==> config.mk <==
export PLATFORM = sky130hd
export DESIGN_NAME = io_terminal_flat
export DESIGN_NICKNAME = d
export VERILOG_FILES = /design/src/rtl/cpu_pkg.sv /design/src/rtl/io_terminal_if.sv /design/src/rtl/io_fifo.sv /design/src/rtl/io_terminal.sv /design/src/flat_wrapper.sv
export SDC_FILE = /design/constraint.sdc
export NUM_CORES = 1
export LEC_CHECK = 0
export ABC_AREA = 0
export BUFFER_PORTS_ARGS = -buffer_cell sky130_fd_sc_hd__buf_2
export CORE_MARGIN = 4
export CORE_UTILIZATION = 30
export DETAILED_ROUTE_END_ITERATION = 8
export PLACE_DENSITY = 0.67
export SLEW_MARGIN = 20
export SYNTH_ARGS = -nofsm -noshare
export SYNTH_HDL_FRONTEND = slang
export SYNTH_SLANG_ARGS = --single-unit
==> constraint.sdc <==
create_clock -name clk -period 2.05 [get_ports clk]
set_input_delay 0.3075 -clock clk [delete_from_list [all_inputs] [get_ports clk]]
set_output_delay 0.3075 -clock clk [all_outputs]
set_load 0.05 [all_outputs]
==> src/rtl/cpu_pkg.sv <==
// Shared constants and the output-side state encoding for the CPU I/O terminal.
package cpu_pkg;

   localparam int BITS_DEFAULT = 16;
   localparam int FIFO_DEPTH   = 4;

   typedef enum logic [1:0] {
      OUT_IDLE,
      OUT_CAPTURE,
      OUT_SEND
   } out_state_e;

endpackage

==> src/rtl/io_terminal_if.sv <==
// Host-side character handshakes of the I/O terminal: one valid/ready channel each way.
interface io_terminal_if #(parameter int Bits = cpu_pkg::BITS_DEFAULT);

   logic [Bits-1:0] host_in_data;
   logic            host_in_valid;
   logic            host_in_ready;
   logic [Bits-1:0] host_out_data;
   logic            host_out_valid;
   logic            host_out_ready;

   // master is the external host, slave is the terminal block.
   modport master (
      output host_in_data, host_in_valid, host_out_ready,
      input  host_in_ready, host_out_data, host_out_valid
   );

   modport slave (
      input  host_in_data, host_in_valid, host_out_ready,
      output host_in_ready, host_out_data, host_out_valid
   );

endinterface

==> src/rtl/io_fifo.sv <==
// Four-entry input character FIFO; head is presented combinationally on pop_data.
module io_fifo
   import cpu_pkg::*;
#(
   parameter int Bits = BITS_DEFAULT
) (
   input  logic            clk,
   input  logic            reset,
   input  logic            push,
   input  logic [Bits-1:0] push_data,
   input  logic            pop,
   output logic [Bits-1:0] pop_data,
   output logic            full,
   output logic            empty
);

   logic [1:0]      wr_ptr_q, wr_ptr_d;
   logic [1:0]      rd_ptr_q, rd_ptr_d;
   logic [2:0]      count_q,  count_d;
   logic [Bits-1:0] mem_q [FIFO_DEPTH];
   logic [Bits-1:0] mem_d [FIFO_DEPTH];
   logic            do_push, do_pop;

   assign full     = (count_q == 3'(FIFO_DEPTH));
   assign empty    = (count_q == 3'd0);
   assign pop_data = mem_q[rd_ptr_q];
   assign do_pop   = pop & ~empty;
   // A full FIFO still takes a push when the head leaves on the same edge.
   assign do_push  = push & (~full | do_pop);

   // NOTE: every variable gets a default first so no path can infer a latch.
   always_comb begin
      mem_d    = mem_q;
      wr_ptr_d = wr_ptr_q;
      rd_ptr_d = rd_ptr_q;
      if (do_push) begin
         mem_d[wr_ptr_q] = push_data;
         wr_ptr_d        = wr_ptr_q + 2'd1;
      end
      if (do_pop) begin
         rd_ptr_d = rd_ptr_q + 2'd1;
      end
      count_d = count_q + {2'b00, do_push} - {2'b00, do_pop};
   end

   // NOTE: sequential state uses non-blocking assignments so all flops update together.
   always_ff @(posedge clk) begin
      if (reset) begin
         wr_ptr_q <= 2'd0;
         rd_ptr_q <= 2'd0;
         count_q  <= 3'd0;
      end else begin
         wr_ptr_q <= wr_ptr_d;
         rd_ptr_q <= rd_ptr_d;
         count_q  <= count_d;
      end
   end

   // NOTE: storage is not reset; the pointers and count alone define what is valid.
   always_ff @(posedge clk) begin
      mem_q <= mem_d;
   end

endmodule

==> src/rtl/io_terminal.sv <==
// CPU I/O terminal: INPR/FGI input path and OUTR/FGO output path with host handshakes.
// Define IO_TERMINAL_INFIFO_EN to place a 4-entry FIFO in front of INPR.
module io_terminal
   import cpu_pkg::*;
#(
   parameter int Bits = BITS_DEFAULT
) (
   input  logic            clk,
   input  logic            reset,
   io_terminal_if.slave    host,
   output logic [Bits-1:0] inpr_data,
   output logic            fgi,
   input  logic            inp_ack,
   input  logic [Bits-1:0] outr_data,
   input  logic            out_strobe,
   output logic            fgo,
   output logic            ovr
);

   logic [Bits-1:0] inpr_q, inpr_d;
   logic            fgi_q, fgi_d;
   logic            in_push;
   out_state_e      state_q, state_d;
   logic [Bits-1:0] out_data_q, out_data_d;
   logic            ovr_q, ovr_d;

`ifdef IO_TERMINAL_INFIFO_EN
   logic            fifo_full, fifo_empty, fifo_pop;
   logic [Bits-1:0] fifo_head;

   assign host.host_in_ready = ~reset & ~fifo_full;
   assign in_push            = host.host_in_valid & host.host_in_ready;
   // Refill INPR when it is free or is being consumed this cycle, so FGI never bubbles.
   assign fifo_pop           = ~fifo_empty & (~fgi_q | inp_ack);

   io_fifo #(.Bits(Bits)) u_in_fifo (
      .clk       (clk),
      .reset     (reset),
      .push      (in_push),
      .push_data (host.host_in_data),
      .pop       (fifo_pop),
      .pop_data  (fifo_head),
      .full      (fifo_full),
      .empty     (fifo_empty)
   );

   always_comb begin
      inpr_d = inpr_q;
      fgi_d  = fgi_q;
      if (fifo_pop) begin
         inpr_d = fifo_head;
         fgi_d  = 1'b1;
      end else if (inp_ack) begin
         fgi_d  = 1'b0;
      end
   end
`else
   assign host.host_in_ready = ~reset & ~fgi_q;
   assign in_push            = host.host_in_valid & host.host_in_ready;

   always_comb begin
      inpr_d = inpr_q;
      fgi_d  = fgi_q;
      if (in_push) begin
         inpr_d = host.host_in_data;
         fgi_d  = 1'b1;
      end else if (inp_ack) begin
         fgi_d  = 1'b0;
      end
   end
`endif

   always_comb begin
      state_d    = state_q;
      out_data_d = out_data_q;
      ovr_d      = ovr_q | (out_strobe & (state_q != OUT_IDLE));
      case (state_q)
         OUT_IDLE:    if (out_strobe) state_d = OUT_CAPTURE;
         OUT_CAPTURE: begin
            out_data_d = outr_data;
            state_d    = OUT_SEND;
         end
         OUT_SEND:    if (host.host_out_ready) state_d = OUT_IDLE;
         default:     state_d = OUT_IDLE;
      endcase
   end

   always_ff @(posedge clk) begin
      if (reset) begin
         inpr_q     <= '0;
         fgi_q      <= 1'b0;
         state_q    <= OUT_IDLE;
         out_data_q <= '0;
         ovr_q      <= 1'b0;
      end else begin
         inpr_q     <= inpr_d;
         fgi_q      <= fgi_d;
         state_q    <= state_d;
         out_data_q <= out_data_d;
         ovr_q      <= ovr_d;
      end
   end

   assign inpr_data           = inpr_q;
   assign fgi                 = fgi_q;
   assign fgo                 = (state_q == OUT_IDLE);
   assign ovr                 = ovr_q;
   assign host.host_out_data  = out_data_q;
   assign host.host_out_valid = (state_q == OUT_SEND);

endmodule

==> src/flat_wrapper.sv <==
// flat-port wrapper written by rule: the top's interface ports become plain ports
module io_terminal_flat import cpu_pkg::*;
#(
   parameter int Bits = BITS_DEFAULT
)
  (clk, reset, inpr_data, fgi, inp_ack, outr_data, out_strobe, fgo, ovr, host_host_in_data, host_host_in_valid, host_host_out_ready, host_host_in_ready, host_host_out_data, host_host_out_valid);
  io_terminal_if #(.Bits(Bits)) host_i ();
  input  logic clk;
  input  logic reset;
  output logic [Bits-1:0] inpr_data;
  output logic fgi;
  input  logic inp_ack;
  input  logic [Bits-1:0] outr_data;
  input  logic out_strobe;
  output logic fgo;
  output logic ovr;
  input wire logic [$bits(host_i.host_in_data)-1:0] host_host_in_data;
  input wire logic [$bits(host_i.host_in_valid)-1:0] host_host_in_valid;
  input wire logic [$bits(host_i.host_out_ready)-1:0] host_host_out_ready;
  output wire logic [$bits(host_i.host_in_ready)-1:0] host_host_in_ready;
  output wire logic [$bits(host_i.host_out_data)-1:0] host_host_out_data;
  output wire logic [$bits(host_i.host_out_valid)-1:0] host_host_out_valid;
  assign host_i.host_in_data = host_host_in_data;
  assign host_i.host_in_valid = host_host_in_valid;
  assign host_i.host_out_ready = host_host_out_ready;
  assign host_host_in_ready = host_i.host_in_ready;
  assign host_host_out_data = host_i.host_out_data;
  assign host_host_out_valid = host_i.host_out_valid;
  io_terminal #(.Bits(Bits)) u_core (.clk(clk), .reset(reset), .host(host_i), .inpr_data(inpr_data), .fgi(fgi), .inp_ack(inp_ack), .outr_data(outr_data), .out_strobe(out_strobe), .fgo(fgo), .ovr(ovr));
endmodule
==> impl_metrics.json, run 1 <==
{
  "outcome": "finished, final reports clean",
  "hold_buffers": 0,
  "pwr_density_cell_mw_per_mm2": 769,
  "start_util_pct": 31.8,
  "dp_cells": 293,
  "crit_arrival_ns": 1.45,
  "hpwl_microns": 2860,
  "p_clk_share_pct": 31.2,
  "required_ns": 1.74,
  "core_area_sq_mm": 0.00527,
  "grt_usage_pct": 12.0,
  "netlist_top_cells_count": "36 x dfxtp_1, 32 x nand2b_1, 32 x nand4bb_1",
  "yosysTopAreaCell": "dfxtp_1",
  "wl_per_cell_microns": 13.0,
  "clkTransAtPathRegs_ns": 0.07,
  "grt_max_degree": 49,
  "yosysMostFrequentCell": "dfxtp_1",
  "top_layer_used": "met4",
  "hold_viol_final": 0,
  "ios": 75,
  "syn_avg_cell_area_sq_um": 10.4,
  "die_height_microns": 82.8,
  "synth_ff_type": "dfxtp_1",
  "regToRegStartpoint": "u_core.state_q[0]",
  "min_path_cells": 2,
  "hp-class": "primary input to flip-flop",
  "period_share_pct": 85.6,
  "stdcell_area_sq_mm": 0.00216,
  "slew_violations": 0,
  "route.met2.wl_microns": 1820,
  "r2r_cells": 2,
  "vias_per_cell": 4.62,
  "synth_seq_cells": 36,
  "clkLatencyLatePin_ns": 0.28,
  "totalWireLength_microns": 3910,
  "firstDrtPassIters": 4,
  "power.leakage_nw": 0.911,
  "r2r-end": "u_core.host.host_out_data[2]",
  "ant_nets": 0,
  "setup_tns_ns": 0,
  "layout.nets": 268,
  "synth_top_area_share_pct": 43.0,
  "wl_met3_microns": 258,
  "syn2layout_area_growth_pct": 28.5,
  "grt.overflow.total": 0,
  "drc": 0,
  "antenna_found_initial": 0,
  "clock.fmax_mhz": 570,
  "num_rows": 26,
  "io_buffers": 74,
  "cts.path.max_buffers": 2,
  "syn_nets": 200,
  "multiInputGateArea_sq_um": 842,
  "htree_levels": 2,
  "cts_resized": 0,
  "swShare_pct": 31.7,
  "synthArstFlopShare_pct": 0,
  "yosys_warnings": 0,
  "finalPower_mw": 1.66,
  "drt_iter0_drc": 77,
  "power_frac_comb_pct": 22.3,
  "synth_edf_count": 0,
  "crit_type": "flip-flop to primary output",
  "min_to": "u_core.fgi",
  "setup_viol": 0,
  "switchingPower_mw": 0.526,
  "postCtsSetupBuffers": 0,
  "startpoint_type": "flip-flop",
  "grt_pass1_vias": 1287,
  "fin_crit_ns": 1.76,
  "die_area_sq_mm": 0.00685,
  "tightest_slew_ns": 0.582,
  "grt_pass1_wl_microns": 6120,
  "cts_buffers": 5,
  "cellInternalPower_mw": 1.13,
  "place_area_sq_mm": 0.00206,
  "slew-limit-headroom_pct": 61.1,
  "vias": 1391,
  "instances_no_fill": 301,
  "cts_sinks": 36,
  "yosysSeqAreaShare_pct": 43.0,
  "cts_tree": "done",
  "clockRootBuffer": "clkbuf_8",
  "hold_start": "inp_ack",
  "utilization_pct": 40.9,
  "skew_ns": 0.00238,
  "layout-drive-gt1-share_pct": 42.4,
  "synthTopCellsByArea": "dfxtp_1 43%, nand4bb_1 21%, nand2b_1 12%",
  "power_frac_seq_pct": 46.5,
  "num_antenna_cells": 0,
  "peakVddDrop_mv": 0.333,
  "seq_area_sq_um": 721,
  "rsz0062_at_grt": "no",
  "synth_area_sq_mm": 0.00168,
  "synth_cells": 162,
  "cp_max_fo": 20,
  "n_fill_cell": 549,
  "die_w_microns": 82.8,
  "cp-end-kind": "primary output",
  "synthDistinctLibCells": 19,
  "reg2reg_slack_ns": 0.64,
  "place.gp.congestion": 0.757,
  "drt-met1-wl_microns": 1790,
  "max-cap-violations": 0
}
## how the worst max path moves through the flow
stage                       start                  end  slack [ns]  cells past startpoint
2_1_floorplan          u_core.fgi   host_host_in_ready        0.37                      2
3_3_place_gp    u_core.state_q[1]  host_host_out_valid        0.62                      2
3_5_place_dp   host_host_in_valid  u_core.inpr_data[2]        0.60                      3
4_1_cts         u_core.state_q[1]  host_host_out_valid        0.29                      2
5_1_grt         u_core.state_q[1]  host_host_out_valid        0.13                      2
6_report        u_core.state_q[1]  host_host_out_valid        0.29                      2
## area by class of cell
class | count | share of cell area [%]
repair buffers | 77 | 18.8
inverters | 2 | 0.348
flip-flops and latches | 36 | 33.4
multi-input cells | 108 | 39.1
clock inverters | 2 | 0.464
clock buffers | 6 | 3.83
well taps | 70 | 4.06
## layout by cell type (no fill, tap or decap), types with 4 or more instances in the layout
cell / netlist / final
o21ai_0: 23 / 23
nand4bb_1: 32 / 32
nand2b_1: 32 / 32
dfxtp_1: 36 / 36
clkbuf_8: 0 / 6
nor2_1: 4 / 4
o21ai_2: 10 / 10
buf_2: 2 / 74
## cells by family (layout without fill, tap and decap cells)
logic type | count (synthesis) | after routing | synth area share, %
AND/OR/NAND/NOR | 72 | 72 | 36.8
AO/OA/AOI/OAI | 36 | 36 | 13.3
flip-flops | 36 | 36 | 43.0
buffers and inverters | 18 | 87 | 6.86
## sequential cells by signal, indices dropped and copies added, names as in the netlist
register / flops
u_core.inpr_data: 16
u_core.ovr: 1
u_core.fgi: 1
u_core.host.host_out_data: 16
u_core.state_q: 2
## stage by stage
stage	hold WS [ns]	worst slack, ns
after floorplan	0.404	0.369
after global placement	0.431	0.623
after detailed placement	0.438	0.599
after CTS	0.193	0.293
after global routing	0.199	0.126
final	0.208	0.295
## power groups by stage
stage	clock network, mW	logic [mW]	registers [mW]
after floorplan	0	0.151	0.913
after global placement	0	0.371	0.787
after detailed placement	0	0.373	0.787
after CTS	0.546	0.374	0.771
after global routing	0.576	0.395	0.778
final	0.518	0.369	0.770
## per-layer routing
metal / vias up / global-route usage, %
met5: - / 0
met2: 38 / 18.6
li1: 719 / -
met4: 0 / 4.90
met1: 632 / 15.2
met3: 2 / 4.21
## worst max-delay path: stages (launching register included)
cell	delay, ns
dfxtp_1	0.65
nor2b_4	0.25
buf_2	0.26
Power figures use the tool's default switching activity.
==> run 2, diff against run 1 <==
Settings changed: REMOVE_ABC_BUFFERS set to 1.
==> run 2 against run 1 <==
Hold slack better by 0.011 ns. Cell count rose by 0.66%. Combinational power hardly changed. Worst setup slack improved by 0.079 ns. Clock skew increased by 0.0058 ns. Global-route usage is 0.86 points higher. Power increased by 10%. Clock-buffer cell count is 1 higher. Critical path depth fell by 1. Critical endpoint is now fgi. Largest cell class unchanged. Largest power group unchanged.
==> impl_metrics.json, run 2 (synthesized netlist as in run 1, its figures left out) <==
{
  "cp_max_fo": 21,
  "tightest_slew_ns": 0.611,
  "critical_path.top_delay_family": "flip-flops",
  "regToRegStartpoint": "u_core.state_q[0]",
  "hpwl_microns": 2890,
  "skew_ns": 0.00821,
  "finalPower_mw": 1.83,
  "power.leakage_nw": 0.935,
  "startpoint_type": "flip-flop",
  "clkTransAtPathRegs_ns": 0.07,
  "outcome": "finished, final reports clean",
  "start_util_pct": 31.8,
  "max-cap-violations": 0,
  "drt_iter0_drc": 46,
  "layout_commonest_cell": "buf_2",
  "wl_per_cell_microns": 13.7,
  "grt_max_degree": 40,
  "cp-end-kind": "primary output",
  "setup_tns_ns": 0,
  "die_w_microns": 82.8,
  "grt_use_met1_pct": 16.8,
  "layout-drive-gt1-share_pct": 42.9,
  "layout_common_cells": "74 x buf_2, 36 x dfxtp_1, 32 x nand2b_1, 32 x nand4bb_1, 23 x o21ai_0",
  "crit_type": "flip-flop to primary output",
  "min_path_cells": 2,
  "r2r-end": "u_core.host.host_out_data[7]",
  "hold_viol_final": 0,
  "max_stage_delay_ns": 0.71,
  "grt.overflow.total": 0,
  "cp-endpoint": "fgi",
  "vias": 1422,
  "rsz0062_at_grt": "no",
  "firstDrtPassIters": 4,
  "grt_pass1_wl_microns": 6770,
  "pre_cts_ws_ns": 0.575,
  "top_usage_layer": "met2",
  "die_height_microns": 82.8,
  "setup.worst_path.start": "u_core.fgi",
  "cts_buffers": 5,
  "fin_crit_ns": 1.68,
  "hp-class": "primary input to flip-flop",
  "cts_resized": 0,
  "ant_nets": 0,
  "peakVddDrop_mv": 0.307,
  "clock.fmax_mhz": 597,
  "cts_tree": "done",
  "r2r_cells": 2,
  "fin_hold_ws_ns": 0.218,
  "io_buffers": 74,
  "layout.nets": 270,
  "core_area_sq_mm": 0.00527,
  "grtUsageMet3_pct": 3.13,
  "crit_path_top_delay_cell": "dfxtp_1",
  "worst-path-stages": 1,
  "clkLatencyLatePin_ns": 0.28,
  "setup_ws_ns": 0.374,
  "grt_pass1_vias": 1419,
  "syn2layout_area_growth_pct": 31.4,
  "place.gp.congestion": 0.664,
  "num_antenna_cells": 0,
  "num_rows": 26,
  "period_share_pct": 81.7,
  "slew-limit-headroom_pct": 59.1,
  "reg2reg_slack_ns": 0.58,
  "required_ns": 1.74,
  "instances_no_fill": 303,
  "vias_per_cell": 4.69,
  "crit_arrival_ns": 1.37,
  "cp_num_buf_inv": 1,
  "clockRootBuffer": "clkbuf_8",
  "pwr_density_cell_mw_per_mm2": 829,
  "drc": 0,
  "ios": 75,
  "grt_usage_pct": 12.9,
  "setup_viol": 0,
  "postCtsSetupBuffers": 0,
  "n_fill_cell": 559,
  "htree_levels": 2,
  "die_area_sq_mm": 0.00685,
  "slew_violations": 0,
  "cts_sinks": 36,
  "grtUsageMet2_pct": 20.0,
  "cp_cell_sequence": "buf_2",
  "totalWireLength_microns": 4150,
  "antenna_found_initial": 1,
  "hold_buffers": 0,
  "dp_cells": 295,
  "cts.path.max_buffers": 2
}
## run 2: changes by cell type in the layout (fill, tap and decap cells not counted), sizes merged
cell / change
bufinv: +1
buf: +2
clkbuf: +1
clkinv: -2
## run 2: routing by layer
metal  share of wire, %  up-vias
li1                   -      718
met3                6.3        4
met2                 47       47
met1                 46      651
met4               0.99        2
met5               0.31        -
## run 2: cell type report
type                            instances  area, sq um  share of cell area [%]
Multi-Input combinational cell        108          842                    38.2
Tap cell                               70         87.6                    3.97
Timing Repair Buffer                   79          420                    19.1
Clock inverter                          1         30.0                    1.36
Inverter                                2         7.51                   0.341
Sequential cell                        36          721                    32.7
Clock buffer                            7         96.3                    4.37
## run 2: through the flow
step	cell area, sq um	util [%]
after detailed placement	2080	39.4
after floorplan	1570	-
after global placement	2080	39.4
after global routing	2200	41.8
final	2200	41.8
after CTS	2200	41.8
## run 2: power by group
| group | switching [mW] | internal [mW] |
|---|---|---|
| Sequential | 0.0318 | 0.741 |
| Combinational | 0.247 | 0.125 |
| Clock | 0.254 | 0.429 |
| Total | 0.533 | 1.30 |
## run 2: worst min path at each step
stage	slack, ns	end	start
final	0.22	u_core.fgi	inp_ack
after global routing	0.21	u_core.fgi	inp_ack
after CTS	0.21	u_core.fgi	inp_ack
after detailed placement	0.44	u_core.ovr	u_core.ovr
after global placement	0.44	u_core.ovr	u_core.ovr
after floorplan	0.38	u_core.ovr	reset
